$ cat config.mk
export PLATFORM = sky130hd
export DESIGN_NAME = pipe_stall_ctrl
export DESIGN_NICKNAME = d
export VERILOG_FILES = /design/src/rtl/pipe_stall_ctrl_pkg.sv /design/src/rtl/pipe_stall_ctrl_hazard_detect.sv /design/src/rtl/pipe_stall_ctrl.sv
export SDC_FILE = /design/constraint.sdc
export NUM_CORES = 1
export LEC_CHECK = 0
export CORE_MARGIN = 2
export CORE_UTILIZATION = 45
export DETAILED_ROUTE_END_ITERATION = 10
export PLACE_DENSITY_LB_ADDON = 0.12
export SKIP_CTS_REPAIR_TIMING = 1
export SYNTH_ARGS = -nofsm -noshare
export SYNTH_HDL_FRONTEND = slang
export SYNTH_SLANG_ARGS = --single-unit
$ cat constraint.sdc
create_clock -name CLK -period 4.7 [get_ports CLK]
set_input_delay 0.705 -clock CLK [delete_from_list [all_inputs] [get_ports CLK]]
set_output_delay 0.705 -clock CLK [all_outputs]
set_load 0.05 [all_outputs]
$ cat src/rtl/pipe_stall_ctrl_pkg.sv
// pipe_stall_ctrl_pkg: state encoding and shared constants for the pipeline stall controller
package pipe_stall_ctrl_pkg;
   typedef enum logic [1:0] {S_RUN = 2'd0, S_IMISS = 2'd1, S_ERR = 2'd2} state_t;
   localparam logic [4:0] REG_ZERO = 5'd0;
endpackage

$ cat src/rtl/pipe_stall_ctrl_hazard_detect.sv
// hazard_detect: combinational load-use comparator between EX load and ID sources
module hazard_detect
   import pipe_stall_ctrl_pkg::*;
(
   input  logic       IDEX_MEMREAD,
   input  logic [4:0] IDEX_RT,
   input  logic [4:0] IFID_RS,
   input  logic [4:0] IFID_RT,
   output logic       LOAD_USE
);
   assign LOAD_USE = IDEX_MEMREAD && IDEX_RT != REG_ZERO && (IDEX_RT == IFID_RS || IDEX_RT == IFID_RT);
endmodule

$ cat src/rtl/pipe_stall_ctrl.sv
// pipe_stall_ctrl: hazard/stall controller for load-use, branch squash, I-miss refill and D-cache hold
module pipe_stall_ctrl
   import pipe_stall_ctrl_pkg::*;
#(
   parameter int MISS_TIMEOUT = 64,
   parameter int CNT_W        = 16
) (
   input  logic             CLK,
   input  logic             RESET,
   input  logic             ICACHE_HIT,
   input  logic             ICACHE_READY,
   input  logic             DCACHE_STALL,
   input  logic             IDEX_MEMREAD,
   input  logic [4:0]       IDEX_RT,
   input  logic [4:0]       IFID_RS,
   input  logic [4:0]       IFID_RT,
   input  logic             BRANCH_TAKEN,
   output logic             PC_WRITE,
   output logic             IFID_WRITE,
   output logic             IF_FLUSH,
   output logic             IDEX_BUBBLE,
   output logic             PIPE_HOLD,
   output logic             ICACHE_REQ,
   output logic             ERR,
   output logic [CNT_W-1:0] STALL_CNT
);
   localparam int MW = $clog2(MISS_TIMEOUT + 1);
   localparam logic [MW-1:0] TO_LAST = MW'(MISS_TIMEOUT - 1);
   state_t st, nxt;
   logic [MW-1:0] miss_cnt;
   logic [CNT_W-1:0] stall_cnt;
   logic load_use, timeout;
   logic pc, ifid, flush, bub, hold, req, err;
   hazard_detect u_hazard (
      .IDEX_MEMREAD(IDEX_MEMREAD),
      .IDEX_RT     (IDEX_RT),
      .IFID_RS     (IFID_RS),
      .IFID_RT     (IFID_RT),
      .LOAD_USE    (load_use)
   );
   // miss_cnt holds the number of IMISS cycles already completed
   assign timeout = miss_cnt == TO_LAST;
   always_comb begin
      nxt = st;
      pc = 1'b0;
      ifid = 1'b0;
      flush = 1'b0;
      bub = 1'b0;
      hold = 1'b0;
      req = 1'b0;
      err = 1'b0;
      case (st)
         S_RUN:
            if (DCACHE_STALL) hold = 1'b1;
            else if (BRANCH_TAKEN) begin
               pc = 1'b1;
               ifid = 1'b1;
               flush = 1'b1;
            end else if (load_use) bub = 1'b1;
            else if (!ICACHE_HIT) begin
               bub = 1'b1;
               req = 1'b1;
               nxt = S_IMISS;
            end else begin
               pc = 1'b1;
               ifid = 1'b1;
            end
         S_IMISS: begin
            req = 1'b1;
            hold = DCACHE_STALL;
            bub = !DCACHE_STALL;
            nxt = DCACHE_STALL ? S_IMISS : ICACHE_READY ? S_RUN : timeout ? S_ERR : S_IMISS;
         end
         S_ERR: begin
            err = 1'b1;
            hold = 1'b1;
         end
         default: nxt = S_RUN;
      endcase
   end
   // reset gates every output low, dropping an in-flight refill request at once
   assign PC_WRITE    = RESET & pc;
   assign IFID_WRITE  = RESET & ifid;
   assign IF_FLUSH    = RESET & flush;
   assign IDEX_BUBBLE = RESET & bub;
   assign PIPE_HOLD   = RESET & hold;
   assign ICACHE_REQ  = RESET & req;
   assign ERR         = RESET & err;
   assign STALL_CNT   = stall_cnt;
   always_ff @(posedge CLK or negedge RESET) begin
      if (!RESET) begin
         st <= S_RUN;
         miss_cnt <= '0;
         stall_cnt <= '0;
      end else begin
         st <= nxt;
         miss_cnt <= st != S_IMISS ? '0 : timeout ? miss_cnt : miss_cnt + 1'b1;
         stall_cnt <= (!PC_WRITE && stall_cnt != '1) ? stall_cnt + 1'b1 : stall_cnt;
      end
   end
endmodule

==> impl_metrics.prom, run 1 <==
# TYPE chip_impl_metric gauge
chip_impl_metric{name="finalCriticalPeriod",unit="ns"} 3.808
chip_impl_info{name="grt_setup_unrepaired",value="false"} 1
chip_impl_metric{name="leakage_power_summed_over_all_cells",unit="uW"} 0.0008133
chip_impl_metric{name="clkLatencyLatePin",unit="ns"} 0.32
chip_impl_metric{name="detail_route.iter0.violations",unit=""} 69
chip_impl_metric{name="cp_data_required_time",unit="ns"} 3.99
chip_impl_metric{name="worstPathMaxFanout",unit=""} 5
chip_impl_metric{name="final_cell_count_without_fillers",unit=""} 240
chip_impl_metric{name="detail-route-antenna-nets",unit=""} 0
chip_impl_metric{name="cts_num_sinks",unit=""} 25
chip_impl_metric{name="floorplan.rows",unit=""} 20
chip_impl_metric{name="timing.hold.ws",unit="ns"} 0.4942
chip_impl_metric{name="antenna_violations_before_repair",unit=""} 0
chip_impl_metric{name="netlist_cell_types",unit=""} 37
chip_impl_metric{name="synthesis.area_per_instance",unit="um^2"} 9.623
chip_impl_metric{name="num_vias",unit=""} 1256
chip_impl_metric{name="globalRoute.totalOverflow",unit=""} 0
chip_impl_info{name="ys.flop_type",value="sky130_fd_sc_hd__dfrtp_1"} 1
chip_impl_metric{name="finalWorstSetupSlack",unit="ns"} 0.8918
chip_impl_info{name="worst_hold_path_type",value="reg -> reg"} 1
chip_impl_metric{name="power.density",unit="nW/um^2"} 408.6
chip_impl_info{name="cts_tree",value="yes"} 1
chip_impl_metric{name="drc",unit=""} 0
chip_impl_metric{name="slew_headroom",unit="%"} 44.92
chip_impl_metric{name="timing.final.max_slew_violations",unit=""} 0
chip_impl_metric{name="initial_utilization",unit="%"} 46.97
chip_impl_metric{name="grt_resource_usage_total",unit="%"} 20.48
chip_impl_metric{name="number_of_global_route_vias_before_repair",unit=""} 1277
chip_impl_metric{name="flow.area_growth_from_synthesis",unit="%"} 35.95
chip_impl_info{name="run_status",value="complete, no violations"} 1
chip_impl_metric{name="irDropWorstVdd",unit="mV"} 0.3218
chip_impl_metric{name="post-synth-top-area-fraction",unit="%"} 43.63
chip_impl_metric{name="async_reset_ff_share",unit="%"} 100.0
chip_impl_metric{name="detail_route.wl_per_cell",unit="um"} 13.80
chip_impl_info{name="crit_path_start_kind",value="input port"} 1
chip_impl_metric{name="post_route_cells_drive_above_1_share",unit="%"} 5.612
chip_impl_metric{name="finish.net_count",unit=""} 221
chip_impl_metric{name="tightest_slew",unit="ns"} 0.8206
chip_impl_metric{name="h_tree_lvl_count",unit=""} 1
chip_impl_metric{name="drt-pass1-iter-count",unit=""} 4
chip_impl_metric{name="post-route-period-util",unit="%"} 81.03
chip_impl_metric{name="final_report_hold_violation_count",unit=""} 0
chip_impl_metric{name="dp_hpwl",unit="um"} 2583
chip_impl_metric{name="ioPinCount",unit=""} 45
chip_impl_metric{name="worst_clock_skew",unit="ns"} 0.009323
chip_impl_metric{name="synthesis.area",unit="um^2"} 1434
chip_impl_metric{name="dieHeight",unit="um"} 60.45
chip_impl_info{name="synth.largest_area_cell",value="sky130_fd_sc_hd__dfrtp_1"} 1
chip_impl_metric{name="routed_via_density",unit=""} 5.233
chip_impl_metric{name="number_of_flops_mapped_to_enable_cells_by_yosys",unit=""} 0
chip_impl_metric{name="synth_fp_nets",unit=""} 173
chip_impl_metric{name="cts_buffer_depth",unit=""} 2
chip_impl_metric{name="totalWireLength",unit="um"} 3312
chip_impl_metric{name="max_capacitance_violation_count",unit=""} 0
chip_impl_metric{name="synth_cells",unit=""} 149
chip_impl_metric{name="dpl.cell_count",unit=""} 236
chip_impl_metric{name="grt_start_max_net_pins",unit=""} 25
chip_impl_metric{name="warning_count_from_the_yosys_run",unit=""} 0
chip_impl_metric{name="fp.dieArea",unit="um^2"} 3654
chip_impl_metric{name="critPathArrivalTime",unit="ns"} 3.10
chip_impl_metric{name="timing.setup.tns",unit="ns"} 0
chip_impl_metric{name="seq_area_frac_synth",unit="%"} 43.63
chip_impl_metric{name="first_pass_grt_wire_length",unit="um"} 5685
chip_impl_metric{name="yosys_register_bits",unit=""} 25
chip_impl_metric{name="die_width",unit="um"} 60.45
chip_impl_metric{name="clk_transition_reported_paths",unit="ns"} 0.14
chip_impl_metric{name="coreArea",unit="um^2"} 3053
chip_impl_info{name="ys_top_cells_by_area",value="sky130_fd_sc_hd__dfrtp_1, sky130_fd_sc_hd__xor2_1, sky130_fd_sc_hd__xnor2_1"} 1
chip_impl_metric{name="finalSetupViolCount",unit=""} 0
chip_impl_metric{name="insertedDiodeCount",unit=""} 0
chip_impl_metric{name="pre_cts_slack",unit="ns"} 0.8787
chip_impl_info{name="cts_root_buf",value="sky130_fd_sc_hd__clkbuf_4"} 1
chip_impl_metric{name="cts_made_buffers",unit=""} 3
chip_impl_metric{name="gp_congestion",unit=""} 0.8455
chip_impl_metric{name="max_clock_freq",unit="MHz"} 262.6
chip_impl_info{name="timing_worst_setup_path_type",value="in -> out"} 1
chip_impl_info{name="worstSetupEndpointType",value="output port"} 1
chip_impl_metric{name="numPortBuffers",unit=""} 44
## per-layer routing
metal,vias to the layer above,GRT usage (%),wire [um]
met5,-,0,0
met4,0,7.764,40
met3,6,4.904,119
met2,27,35.25,1674
met1,606,24.97,1478
li1,617,-,-
## metrics by stage
step | cell area, um^2 | power [uW] | util, %
finish | 1949 | 796.6 | 63.85
global route | 1949 | 847.5 | 63.85
CTS | 1949 | 801.9 | 63.85
detailed placement | 1922 | 702.2 | 62.95
global placement | 1922 | 692.0 | 62.95
floorplan | 1434 | 565.4 | -
## area by class of cell
cell class | count | area, um^2
clock buffers | 3 | 22.52
clock inverters | 1 | 5.005
fillers | 286 | 1104
inverters | 3 | 11.26
multi-input cells | 119 | 782.0
flip-flops and latches | 25 | 625.6
well taps | 44 | 55.05
repair buffers | 45 | 447.9
## layout by cell type (no fill, tap or decap), types with 2 or more instances in the layout
cell type,netlist,layout
sky130_fd_sc_hd__and2_1,3,3
sky130_fd_sc_hd__mux2_2,3,3
sky130_fd_sc_hd__o21ai_0,4,4
sky130_fd_sc_hd__or3_1,2,2
sky130_fd_sc_hd__a21oi_1,2,2
sky130_fd_sc_hd__nor3_1,4,4
sky130_fd_sc_hd__nand3_1,10,10
sky130_fd_sc_hd__clkbuf_4,0,3
sky130_fd_sc_hd__nand2b_1,4,4
sky130_fd_sc_hd__nand2_1,14,14
sky130_fd_sc_hd__ha_1,2,2
sky130_fd_sc_hd__dfrtp_1,25,25
sky130_fd_sc_hd__nor2_1,15,15
sky130_fd_sc_hd__and3_1,6,6
sky130_fd_sc_hd__nand4_1,3,3
sky130_fd_sc_hd__nor3b_1,2,2
sky130_fd_sc_hd__inv_1,3,3
sky130_fd_sc_hd__o31a_1,2,2
sky130_fd_sc_hd__xor2_1,14,14
sky130_fd_sc_hd__xnor2_1,11,11
sky130_fd_sc_hd__clkdlybuf4s50_1,0,44
sky130_fd_sc_hd__and4_1,2,2
## final timing paths
path                               start       endpoint  slack [ns]  cells after the start
max in group asynchronous          RESET   STALL_CNT[1]        3.50                      2
setup reg to reg            STALL_CNT[7]   STALL_CNT[1]        2.30                      5
setup / recovery              IDEX_RT[0]     ICACHE_REQ        0.89                      7
hold / removal             STALL_CNT[10]  STALL_CNT[10]        0.49                      1
min in group asynchronous          RESET   STALL_CNT[2]        0.61                      1
hold reg to reg            STALL_CNT[10]  STALL_CNT[10]        0.49                      1
## cell usage after synthesis (2+ instances only)
cell type                  instances
sky130_fd_sc_hd__nor2_1           15
sky130_fd_sc_hd__inv_1             3
sky130_fd_sc_hd__mux2_2            3
sky130_fd_sc_hd__nand4_1           3
sky130_fd_sc_hd__xnor2_1          11
sky130_fd_sc_hd__nand3_1          10
sky130_fd_sc_hd__and2_1            3
sky130_fd_sc_hd__nor3_1            4
sky130_fd_sc_hd__xor2_1           14
sky130_fd_sc_hd__o31a_1            2
sky130_fd_sc_hd__nor3b_1           2
sky130_fd_sc_hd__dfrtp_1          25
sky130_fd_sc_hd__nand2b_1          4
sky130_fd_sc_hd__nand2_1          14
sky130_fd_sc_hd__and3_1            6
sky130_fd_sc_hd__buf_4             2
sky130_fd_sc_hd__ha_1              2
sky130_fd_sc_hd__and4_1            2
sky130_fd_sc_hd__or3_1             2
sky130_fd_sc_hd__a21oi_1           2
sky130_fd_sc_hd__o21ai_0           4
## registers in the layout, indices dropped and copies added, names as in the netlist
signal and count:
STALL_CNT 16, miss_cnt 7, st 2
## report_power, final
| group | leakage [uW] | switching [uW] | internal, uW | total, uW |
|---|---|---|---|---|
| Sequential | 0.000327 | 61.5 | 262 | 323 |
| Combinational | 0.000469 | 228 | 146 | 374 |
| Clock | 0.0000177 | 66.8 | 31.9 | 98.7 |
| Total | 0.000813 | 357 | 440 | 797 |
## worst max-delay path: stages
cell	delay (ns)
sky130_fd_sc_hd__clkdlybuf4s50_1	0.48
sky130_fd_sc_hd__or4_1	0.56
sky130_fd_sc_hd__o21ai_2	0.22
sky130_fd_sc_hd__o21ai_0	0.12
sky130_fd_sc_hd__nand2_1	0.10
sky130_fd_sc_hd__and2_1	0.13
sky130_fd_sc_hd__clkdlybuf4s50_1	0.80
## cell families (layout without fill, tap and decap cells)
logic type      Yosys count  in the layout  share of synthesized area (%)
flops                    25             25                          43.63
buf+inv                   5             52                          1.832
mux                       4              4                          3.054
xor+xnor                 25             25                          15.27
fa+ha+maj                 2              2                          1.745
simple gates             71             71                          26.27
compound gates           17             17                          8.204
Power figures use the tool's default switching activity.
==> inputs of run 2 (changes only) <==
Clock period 4.7 ns to 3.9 ns, I/O delays scaled along.
==> impl_metrics.prom, run 2 (synthesis gave the netlist of run 1 again) <==
# TYPE chip_impl_metric gauge
chip_impl_info{name="run_status",value="complete, no violations"} 1
chip_impl_info{name="crit_start",value="IDEX_RT[0]"} 1
chip_impl_info{name="worst_r2r_end",value="STALL_CNT[1]"} 1
chip_impl_metric{name="finalSetupViolCount",unit=""} 0
chip_impl_metric{name="detail_route.iter0.violations",unit=""} 40
chip_impl_metric{name="cts_buffer_depth",unit=""} 2
chip_impl_metric{name="irDropWorstVdd",unit="mV"} 0.4678
chip_impl_metric{name="die_width",unit="um"} 60.45
chip_impl_metric{name="timing.hold.ws",unit="ns"} 0.4972
chip_impl_metric{name="power.sequential.fraction",unit="%"} 40.5
chip_impl_metric{name="drt-pass1-iter-count",unit=""} 4
chip_impl_info{name="mostFrequentLayoutCells",value="sky130_fd_sc_hd__clkdlybuf4s50_1, sky130_fd_sc_hd__dfrtp_1, sky130_fd_sc_hd__nor2_1"} 1
chip_impl_metric{name="fp.dieArea",unit="um^2"} 3654
chip_impl_metric{name="cellInternalPower",unit="uW"} 534.3
chip_impl_metric{name="number_of_global_route_vias_before_repair",unit=""} 1241
chip_impl_info{name="final_common_cell",value="sky130_fd_sc_hd__clkdlybuf4s50_1"} 1
chip_impl_metric{name="finalWorstSetupSlack",unit="ns"} 0.3766
chip_impl_metric{name="cts_num_sinks",unit=""} 25
chip_impl_metric{name="num_vias",unit=""} 1221
chip_impl_metric{name="first_pass_grt_wire_length",unit="um"} 5306
chip_impl_metric{name="worstPathMaxFanout",unit=""} 5
chip_impl_metric{name="insertedDiodeCount",unit=""} 0
chip_impl_metric{name="worst_clock_skew",unit="ns"} 0.01678
chip_impl_info{name="worst_hold_startpoint",value="STALL_CNT[10]"} 1
chip_impl_metric{name="totalWireLength",unit="um"} 3091
chip_impl_metric{name="max_clock_freq",unit="MHz"} 283.8
chip_impl_metric{name="dp_hpwl",unit="um"} 2387
chip_impl_metric{name="max_reg_flops",unit=""} 16
chip_impl_info{name="cts_root_buf",value="sky130_fd_sc_hd__clkbuf_4"} 1
chip_impl_metric{name="dieHeight",unit="um"} 60.45
chip_impl_metric{name="detail-route-antenna-nets",unit=""} 0
chip_impl_info{name="worst_hold_endpoint",value="STALL_CNT[10]"} 1
chip_impl_metric{name="ioPinCount",unit=""} 45
chip_impl_info{name="reg2reg_from",value="STALL_CNT[7]"} 1
chip_impl_metric{name="h_tree_lvl_count",unit=""} 1
chip_impl_metric{name="finish.net_count",unit=""} 221
chip_impl_metric{name="cts_made_buffers",unit=""} 3
chip_impl_metric{name="floorplan.rows",unit=""} 20
chip_impl_metric{name="slew_headroom",unit="%"} 45.96
chip_impl_metric{name="max_capacitance_violation_count",unit=""} 0
chip_impl_metric{name="finalCriticalPeriod",unit="ns"} 3.523
chip_impl_metric{name="clkLatencyLatePin",unit="ns"} 0.32
chip_impl_metric{name="reg2reg_setup_slack",unit="ns"} 1.52
chip_impl_metric{name="final_report_hold_violation_count",unit=""} 0
chip_impl_info{name="cts_tree",value="yes"} 1
chip_impl_metric{name="coreArea",unit="um^2"} 3053
chip_impl_info{name="worst_hold_path_type",value="reg -> reg"} 1
chip_impl_metric{name="initial_utilization",unit="%"} 46.97
chip_impl_metric{name="globalRoute.totalOverflow",unit=""} 0
chip_impl_metric{name="clk_transition_reported_paths",unit="ns"} 0.15
chip_impl_info{name="crit_path_start_kind",value="input port"} 1
chip_impl_metric{name="tightest_slew",unit="ns"} 0.8051
chip_impl_metric{name="timing.setup.tns",unit="ns"} 0
chip_impl_metric{name="gp_congestion",unit=""} 0.8427
chip_impl_metric{name="leakage_power_summed_over_all_cells",unit="uW"} 0.0008212
chip_impl_info{name="grt_setup_unrepaired",value="false"} 1
chip_impl_metric{name="flow.area_growth_from_synthesis",unit="%"} 37.35
chip_impl_metric{name="routed_via_density",unit=""} 5.088
chip_impl_metric{name="post-route-period-util",unit="%"} 90.34
chip_impl_metric{name="timing.final.max_slew_violations",unit=""} 0
chip_impl_metric{name="detail_route.wl_per_cell",unit="um"} 12.88
chip_impl_metric{name="grt_resource_usage_total",unit="%"} 18.80
chip_impl_metric{name="critPathArrivalTime",unit="ns"} 2.94
chip_impl_metric{name="post_route_cells_drive_above_1_share",unit="%"} 7.143
chip_impl_metric{name="logic_gate_share_of_total_power",unit="%"} 47.2
chip_impl_metric{name="drc",unit=""} 0
chip_impl_metric{name="power.share.switching",unit="%"} 44.38
chip_impl_metric{name="power.clock.fraction",unit="%"} 12.2
chip_impl_metric{name="cp_data_required_time",unit="ns"} 3.31
chip_impl_metric{name="numPortBuffers",unit=""} 44
chip_impl_metric{name="pre_cts_slack",unit="ns"} 0.3755
chip_impl_metric{name="power.density",unit="nW/um^2"} 487.8
chip_impl_metric{name="ff2ff_path_depth",unit=""} 5
chip_impl_metric{name="fillerInstances",unit=""} 268
chip_impl_info{name="timing_worst_setup_path_type",value="in -> out"} 1
chip_impl_metric{name="min_path_cells",unit=""} 1
chip_impl_metric{name="switching_power",unit="uW"} 426.4
chip_impl_info{name="worstSetupEndpointType",value="output port"} 1
chip_impl_metric{name="grt_start_max_net_pins",unit=""} 27
chip_impl_metric{name="antenna_violations_before_repair",unit=""} 0
## run 2: changes by cell type in the layout (fill, tap and decap cells not counted)
| cell | change |
|---|---|
| sky130_fd_sc_hd__buf_12 | +2 |
| sky130_fd_sc_hd__buf_4 | +1 |
| sky130_fd_sc_hd__clkdlybuf4s50_1 | -3 |
| sky130_fd_sc_hd__clkinv_2 | -1 |
| sky130_fd_sc_hd__clkinvlp_4 | +1 |
## run 2: worst max path at each step
| stage | to | cells after the start |
|---|---|---|
| floorplan | PC_WRITE | 4 |
| global placement | ICACHE_REQ | 7 |
| detailed placement | ICACHE_REQ | 7 |
| CTS | ICACHE_REQ | 7 |
| global route | IDEX_BUBBLE | 8 |
| finish | ICACHE_REQ | 7 |
## run 2: per-layer routing
| layer | vias to the layer above | part of all wire, % | GRT usage (%) |
|---|---|---|---|
| li1 | 617 | - | - |
| met1 | 581 | 45 | 22.95 |
| met2 | 21 | 51 | 34.16 |
| met3 | 2 | 3.0 | 3.412 |
| met4 | 0 | 0.49 | 4.969 |
| met5 | - | 0 | 0 |
## run 2: area by class of cell
type | instances | area [um^2] | share of cell area [%]
Clock inverter | 1 | 7.507 | 0.3812
Clock buffer | 3 | 22.52 | 1.144
Sequential cell | 25 | 625.6 | 31.77
Inverter | 3 | 11.26 | 0.5718
Timing Repair Buffer | 45 | 465.4 | 23.63
Tap cell | 44 | 55.05 | 2.795
Multi-Input combinational cell | 119 | 782.0 | 39.71
## run 2: per-stage QoR
stage | std cells | cell area, um^2 | total power (uW) | util, %
3_5_place_dp | 236 | 1939 | 850.0 | 63.52
6_report | 240 | 1969 | 960.8 | 64.51
4_1_cts | 240 | 1969 | 971.1 | 64.51
2_1_floorplan | 149 | 1434 | 681.4 | -
5_1_grt | 240 | 1969 | 1020 | 64.51
3_3_place_gp | 236 | 1939 | 838.0 | 63.52
## run 2: power groups by stage
| stage | sequential (uW) | combinational [uW] | clock, uW |
|---|---|---|---|
| after floorplan | 525 | 156 | 0 |
| after global placement | 390 | 448 | 0 |
| after detailed placement | 395 | 455 | 0 |
| after CTS | 390 | 457 | 124 |
| after global routing | 401 | 482 | 138 |
| final | 390 | 454 | 118 |
## run 2: worst max-delay path, cell delays in order
cell                              delay, ns
sky130_fd_sc_hd__clkdlybuf4s50_1       0.46
sky130_fd_sc_hd__or4_1                 0.55
sky130_fd_sc_hd__o21ai_2               0.21
sky130_fd_sc_hd__o21ai_0               0.12
sky130_fd_sc_hd__nand2_1               0.10
sky130_fd_sc_hd__and2_1                0.12
sky130_fd_sc_hd__clkdlybuf4s50_1       0.79
